==> src/rtl/memory_controller_pkg.sv <==
// Shared definitions for the memory controller: data-port command codes,
// controller state encodings and the command decode rule.
package memory_controller_pkg;

  localparam logic [1:0] MEM_IDLE  = 2'b00;
  localparam logic [1:0] MEM_READ  = 2'b01;
  localparam logic [1:0] MEM_WRITE = 2'b10;

  typedef enum logic [2:0] {
    IDLE  = 3'd0,
    DATA  = 3'd1,
    TURN  = 3'd2,
    FETCH = 3'd3,
    DONE  = 3'd4
  } state_t;

  // Code 2'b11 is deliberately not an access: it behaves exactly like idle.
  function automatic logic is_access(input logic [1:0] control);
    return (control == MEM_READ) || (control == MEM_WRITE);
  endfunction

endpackage

==> src/rtl/memory_controller_sram_access_counter.sv <==
// Down-counter that times one SRAM access window; last is high in the
// final cycle of the window.
module sram_access_counter (
  input  logic       clock,
  input  logic       reset,
  input  logic       load,
  input  logic [2:0] load_value,
  output logic       last
);

  logic [2:0] count;

  // NOTE: sequential state is assigned with <= so every flop samples the
  // pre-edge values of all the others, regardless of statement order.
  always_ff @(posedge clock) begin
    if (reset) begin
      count <= 3'd0;
    end else if (load) begin
      count <= load_value;
    end else if (count != 3'd0) begin
      count <= count - 3'd1;
    end
  end

  assign last = (count == 3'd0);

endmodule

==> src/rtl/memory_controller.sv <==
// Arbitrates the CPU fetch and data ports onto one asynchronous SRAM and
// sequences its CE/OE/WE strobes; data access always precedes the fetch.
module memory_controller
  import memory_controller_pkg::*;
#(
  parameter int ADDR_WIDTH  = 16,
  parameter int DATA_WIDTH  = 16,
  parameter int WAIT_CYCLES = 1
) (
  input  logic                  clock,
  input  logic                  reset,
  input  logic                  if_request,
  input  logic [ADDR_WIDTH-1:0] if_address,
  output logic [DATA_WIDTH-1:0] if_data,
  input  logic [1:0]            mem_control,
  input  logic [ADDR_WIDTH-1:0] mem_address,
  input  logic [DATA_WIDTH-1:0] mem_target_value,
  output logic [DATA_WIDTH-1:0] mem_read_data,
  output logic                  cpu_stall,
  output logic [ADDR_WIDTH-1:0] sram_address,
  output logic [DATA_WIDTH-1:0] sram_data_out,
  input  logic [DATA_WIDTH-1:0] sram_data_in,
  output logic                  sram_data_oe,
  output logic                  sram_ce_n,
  output logic                  sram_oe_n,
  output logic                  sram_we_n
);

  // A write always needs one we_n-low cycle plus one hold cycle.
  localparam logic [2:0] READ_LOAD  = 3'(WAIT_CYCLES);
  localparam logic [2:0] WRITE_LOAD = (WAIT_CYCLES == 0) ? 3'd1 : 3'(WAIT_CYCLES);

  state_t                state, next_state;
  logic                  write_q, fetch_q;
  logic [ADDR_WIDTH-1:0] mem_address_q, if_address_q;
  logic [DATA_WIDTH-1:0] write_data_q;
  logic                  load, last;
  logic [2:0]            load_value;

  sram_access_counter u_counter (
    .clock      (clock),
    .reset      (reset),
    .load       (load),
    .load_value (load_value),
    .last       (last)
  );

  // NOTE: every signal written here gets a default first, so no path through
  // the case statement can leave one unassigned and infer a latch.
  always_comb begin
    next_state = state;
    load_value = READ_LOAD;
    unique case (state)
      IDLE: begin
        if (is_access(mem_control)) begin
          next_state = DATA;
          if (mem_control == MEM_WRITE) load_value = WRITE_LOAD;
        end else if (if_request) begin
          next_state = FETCH;
        end
      end
      DATA:    if (last) next_state = fetch_q ? (write_q ? TURN : FETCH) : DONE;
      TURN:    next_state = FETCH;
      FETCH:   if (last) next_state = DONE;
      DONE:    next_state = IDLE;
      default: next_state = IDLE;
    endcase
    load = (next_state != state) && ((next_state == DATA) || (next_state == FETCH));
  end

  always_comb begin
    sram_ce_n    = 1'b1;
    sram_oe_n    = 1'b1;
    sram_we_n    = 1'b1;
    sram_data_oe = 1'b0;
    if (state == DATA) begin
      sram_ce_n = 1'b0;
      if (write_q) begin
        sram_data_oe = 1'b1;
        sram_we_n    = last;
      end else begin
        sram_oe_n = 1'b0;
      end
    end else if (state == FETCH) begin
      sram_ce_n = 1'b0;
      sram_oe_n = 1'b0;
    end
  end

  assign sram_address  = (state == FETCH) ? if_address_q : mem_address_q;
  assign sram_data_out = write_data_q;
  assign cpu_stall     = (if_request || is_access(mem_control)) && (state != DONE);

  always_ff @(posedge clock) begin
    if (reset) begin
      state         <= IDLE;
      write_q       <= 1'b0;
      fetch_q       <= 1'b0;
      mem_address_q <= '0;
      if_address_q  <= '0;
      write_data_q  <= '0;
      if_data       <= '0;
      mem_read_data <= '0;
    end else begin
      state <= next_state;
      if (state == IDLE) begin
        if (is_access(mem_control)) begin
          write_q       <= (mem_control == MEM_WRITE);
          fetch_q       <= if_request;
          mem_address_q <= mem_address;
          write_data_q  <= mem_target_value;
          if_address_q  <= if_address;
        end else if (if_request) begin
          if_address_q <= if_address;
        end
      end
      if (state == DATA && !write_q && last) mem_read_data <= sram_data_in;
      if (state == FETCH && last) if_data <= sram_data_in;
    end
  end

endmodule
==> config.mk <==
export PLATFORM = sky130hd
export DESIGN_NAME = memory_controller
export DESIGN_NICKNAME = d
export VERILOG_FILES = /design/src/rtl/memory_controller_pkg.sv /design/src/rtl/memory_controller_sram_access_counter.sv /design/src/rtl/memory_controller.sv
export SDC_FILE = /design/constraint.sdc
export NUM_CORES = 1
export LEC_CHECK = 0
export ABC_AREA = 1
export CORE_ASPECT_RATIO = 1.75
export CORE_MARGIN = 4
export CORE_UTILIZATION = 47
export DETAILED_ROUTE_END_ITERATION = 8
export PLACE_DENSITY_LB_ADDON = 0.3
export SLEW_MARGIN = 20
export SYNTH_ARGS = -nofsm -noshare
export SYNTH_HDL_FRONTEND = slang
export SYNTH_SLANG_ARGS = --single-unit
==> constraint.sdc <==
create_clock -name clock -period 2.7 [get_ports clock]
set_input_delay 0.54 -clock clock [delete_from_list [all_inputs] [get_ports clock]]
set_output_delay 0.54 -clock clock [all_outputs]
set_load 0.02 [all_outputs]
# --- Yosys cells after proc, flatten, opt, wreduce, memory -nomap -nowiden ---
# Cells that the tools add are included.
# Widths: inputs -> output; s select.
word_totals:
  latchBits: 0
  mem_bits_rw: 0
  reg_bits: 88
  in_bits: 69
  output_inout_bits: 69
  rom_bits: 0
  elab_cells: 56
  memories: 0
op_classes:
  bitwise: 0
  div: 0
  magnitude_cmp: 0
  shifts: 0
  n_eq_ne: 9
  add_sub_neg: 1
  muxes: 19
  n_reduce_logical: 17
  multipliers: 0
op_table:
  columns: ["op", "count"]
  rows:
  - ["$mux 16", 3]
  - ["$mux 3", 5]
  - ["$pmux 3 s4", 1]
  - ["$mux 1", 10]
  - ["$eq 3x2->1 const B", 3]
  - ["$eq 3x1->1 const B", 2]
  - ["$logic_not 3->1", 2]
  - ["$logic_and 1x1->1", 5]
  - ["$reduce_and 2->1", 2]
  - ["$reduce_bool 2->1", 2]
  - ["$logic_or 1x1->1", 3]
  - ["$ne 3x3->1", 1]
  - ["$ne 3x3->1 const B", 1]
  - ["$reduce_bool 3->1", 1]
  - ["$sub 3x1->3 const B", 1]
  - ["$eq 2x1->1 const B", 1]
  - ["$eq 2x2->1 const B", 1]
  - ["$reduce_or 2->1", 1]
  - ["$logic_not 1->1", 1]

# --- Longest topological paths before layout ---
depth:
  depth_word: 8
  depth_mapped: 10

# --- Cells and area by module ---
# From an unflattened synthesis, not the netlist that was laid out.
unflattened:
  hier_cells: 465
  area_unflattened_um2: 3580.9
modules_own_cells:
  columns: ["mod", "area_each_um2", "cells_per_inst", "seq_area_each_um2", "n_inst"]
  rows:
  - ["memory_controller", 3382.0, 437, 1701.6, 1]
  - ["sram_access_counter", 198.9, 28, 60.1, 1]

# --- Worst setup path after synthesis ---
# No wires, ideal clock.
synth_timing:
  kind: "input -> output"
  from: "input port mem_control[0]"
  to: "output port cpu_stall"
  t_arrival_ps: 1463
  stages: 4
  t_required_ps: 2160
  path_buffers: 0
  path_slack_ps: 697
  path_cell_list: "inv_1 > ha_1 > nand2_1 > a21boi_0"
synth_via:
  elab_chain_cells: 4
  word_cells_on_any_way: 5
synth_lines:
  columns: ["element", "line", "rtl"]
  rows:
  - ["start, declared", "memory_controller.sv:15", "input logic [1:0] mem_control,"]
  - ["$eq 2x1->1 / $eq 2x2->1 (equally long branches)", "memory_controller_pkg.sv:19", "return (control == MEM_READ) || (control == MEM_WRITE);"]
  - ["$logic_or 1x1->1 *", "memory_controller_pkg.sv:19", null]
  - ["$logic_or 1x1->1 *", "memory_controller.sv:92", "assign cpu_stall = (if_request || is_access(mem_control)) && (state != DONE);"]
  - ["$logic_and 1x1->1 *", "memory_controller.sv:92", null]
  - ["end, declared", "memory_controller.sv:19", "output logic cpu_stall,"]
# Every way passes the cells marked *; elsewhere a longest branch is shown, timed or not.

# --- Worst setup path after layout ---
layout_timing:
  from: "register state[1]"
  to: "output port sram_address[0]"
layout_via:
  elab_chain_cells: 2
layout_lines:
  columns: ["element", "line", "rtl"]
  rows:
  - ["start, declared", "memory_controller.sv:33", "state_t state, next_state;"]
  - ["start signal, assigned", "memory_controller.sv:105", "state <= next_state;"]
  - ["$eq 3x2->1", "memory_controller.sv:90", "assign sram_address = (state == FETCH) ? if_address_q : mem_address_q;"]
  - ["$mux 16", "memory_controller.sv:90", null]
  - ["end, declared", "memory_controller.sv:20", "output logic [ADDR_WIDTH-1:0] sram_address,"]
# Every way passes these cells.

==> results.toml <==
[outcome]
status = "finished, final reports clean"

[placement]
hpwlAfterDp_um = 6830
dp.cells = 666
numPortBuffers = 137
finalWeightedCongestion = 0.812
dpl_worst_slack_ns = -0.0721

[floorplanning]
start_util_pct = 48.1
core_um2 = 7230
ios = 138
row_count = 41
chipWidth_um = 73.0
die_h_um = 122
die-area_um2 = 8900

[route]
wl_met1_um = 3570
detail-route-antenna-nets = 0
drt_first_pass_iters = 4
num_vias = 3404
routed.top_layer = "met4"
wl_met2_um = 5020
viasPerCell = 4.99
wl_per_cell_um = 13.9
routed_wl_um = 9460
drc_errors = 0
drtIter0Drc = 188
route.met3.wl_um = 726

[layout]
fillers = 551
fin_cells = 682
syn2layout_area_growth_pct = 51.1
layout-drive-gt1-share_pct = 7.38
antenna_cells = 0
multiInputGateArea_um2 = 1340
register_area_um2 = 1760
nets = 663

[clock_network]
ctsLongestPathBuffers = 2
cts_root_buffer = "clkbuf_16"
clkLatencyLatePin_ns = 0.33
cts_buffers = 9
path_clk_slew_ns = 0.06
h-tree-depth = 3
clkSinkCount = 88
cts_tree = "built"
holdBufCountCts = 0

[synthesis]
syn_area_per_cell_um2 = 7.58
synth_area_leaders = "dfxtp_1, o21ai_0, a21oi_1"
syn_nets = 531
yosys.area.top_type = "dfxtp_1"
synth_warnings = 0
ys_seq_area_share_pct = 50.6
ys_types = 22
synthCells = 459
synth_top_area_share_pct = 50.6
synth_seq_cells = 88
syn_area_um2 = 3480

[grt]
grt_max_degree = 69
antenna_found_initial = 0
globalRouteOverflowTotal = 0
grtUsageTotal_pct = 22.0
grt_pass1_wl_um = 15400
grt_pass1_vias = 3306

[min_path]
min_path_type = "reg -> reg"
whs_path_depth = 2

[sta]
rsz0062_at_grt = "false"
period_needed_ns = 2.63
max_slew_margin_pct = 69.5
setup_ws_ns = 0.0653
maxSlewViolCount = 0
hold_viol = 0
worst_pin_slew_ns = 0.456
skew_ns = 0.00473
max_freq_ghz = 0.380
finalSetupViolCount = 0
period_share_pct = 97.6

[power]
p_per_area_nw_per_um2 = 1120
ir_worst_vdd_v = 0.000731
leakagePower_nw = 2.24
finalPower_mw = 5.86

[setup_path]
arrival_ns = 2.09
critPathKind = "reg -> out"
cp_cell_sequence = "inv_2, nor2_2, nand2_1, buf_12, o21ai_0, clkdlybuf4s50_1"
cp_num_buf_inv = 3
crit_path_end_kind = "output port"
cp_top_family = "buffers and inverters"
path_depth = 6
worst-path-max-fanout = 32
startpoint_type = "register"
slowest_delay_ns = 0.64
ff2ff_path_depth = 8
worst_path_max_delay_cell = "clkdlybuf4s50_1"
worstPathRequired_ns = 2.16

[run]
cap_violations = 0
-- stage by stage --
stage,area (um^2),TNS (ns),util (%),hold slack (ns)
floorplan,3480,0,-,0.424
global placement,4940,-0.0489,68.3,0.431
detailed placement,4940,-0.0721,68.3,0.435
CTS,5240,0,72.4,0.444
global route,5260,0,72.7,0.461
finish,5260,0,72.7,0.441
-- per-layer routing --
layer	global-route usage (%)	vias up
li1	-	1736
met1	23.9	1542
met2	38.7	114
met3	6.36	12
met4	9.24	0
met5	0	-
-- where the power goes --
group	switching, mW	total, mW	internal [mW]
Clock	0.471	1.24	0.764
Sequential	0.211	1.96	1.75
Combinational	1.56	2.66	1.11
-- cell usage after synthesis --
library cell / n
a21oi_1: 54
xor2_1: 1
nor2_1: 59
clkbuf_1: 19
nand3b_1: 1
dfxtp_1: 88
nand2_2: 1
nor3_4: 1
inv_2: 3
o21ai_1: 10
nor2_4: 1
buf_2: 5
nand4_1: 2
nand3_1: 9
nand2_1: 31
nor2_2: 12
a21boi_0: 1
inv_4: 1
o21ai_0: 91
ha_1: 3
inv_1: 64
buf_6: 2
-- worst paths after layout --
| check | from | endpoint | slack (ns) |
|---|---|---|---|
| max | state[1] | sram_address[0] | 0.07 |
| min | sram_data_out[4] | sram_data_out[4] | 0.44 |
| max reg2reg | u_counter.count[0] | mem_read_data[1] | 0.84 |
| min reg2reg | sram_data_out[4] | sram_data_out[4] | 0.44 |
-- state kept, by name (all words and copies together) (netlist names) --
signal	flops
if_address_q	16
mem_address_q	16
write_q	1
mem_read_data	16
sram_data_out	16
fetch_q	1
state	3
u_counter.count	3
if_data	16
-- cell type report --
type / count / share of cell area [%]
multi-input cells: 277 / 25.5
inverters: 68 / 4.90
clock buffers: 13 / 4.95
flip-flops and latches: 88 / 33.5
repair buffers: 147 / 28.3
clock inverters: 3 / 0.762
well taps: 86 / 2.05
-- logic make-up after synthesis --
kind of cell             synth area share (%)
AND/OR/NAND/NOR                          14.7
adder cells (fa/ha/maj)                  1.08
XOR/XNOR                                0.252
AO/OA/AOI/OAI                            22.5
buffers and inverters                    10.8
flip-flops                               50.6
-- repair_timing --
item,4_1_cts,5_1_grt
resized for setup,1,7
setup endpoints to repair,1,7
buffers inserted,0,0
-- worst reg2reg max path: stages, from the launching register on --
cell and delay [ns]:
dfxtp_1 0.30, inv_1 0.12, ha_1 0.24, nand2_1 0.11, buf_4 0.18, nor3_4 0.41
buf_4 0.25, o21ai_0 0.09, nor2_1 0.10
-- layout by cell type, fill, tap and decap left out --
cell type        Yosys  routed
o21ai_0             91      91
dlymetal6s2s_1       0       7
xor2_1               1       1
clkbuf_1            19       2
inv_1               64      63
clkbuf_16            0       9
a21boi_0             1       1
buf_4                0       8
dlygate4sd2_1        0       1
clkdlybuf4s50_1      0     129
inv_4                1       1
ha_1                 3       3
nand3_1              9       9
dfxtp_1             88      88
a21oi_1             54      54
o21ai_1             10      10
clkinv_2             0       2
buf_12               0       2
nor3_4               1       1
nand3b_1             1       1
nand2_1             31      31
nand4_1              2       2
nor2_4               1       1
nor2_1              59      59
nand2_2              1       1
nor2_2              12      12
clkbuf_8             0       2
inv_2                3       4
bufinv_16            0       1
Note: power is estimated with default switching activity, not from simulation.
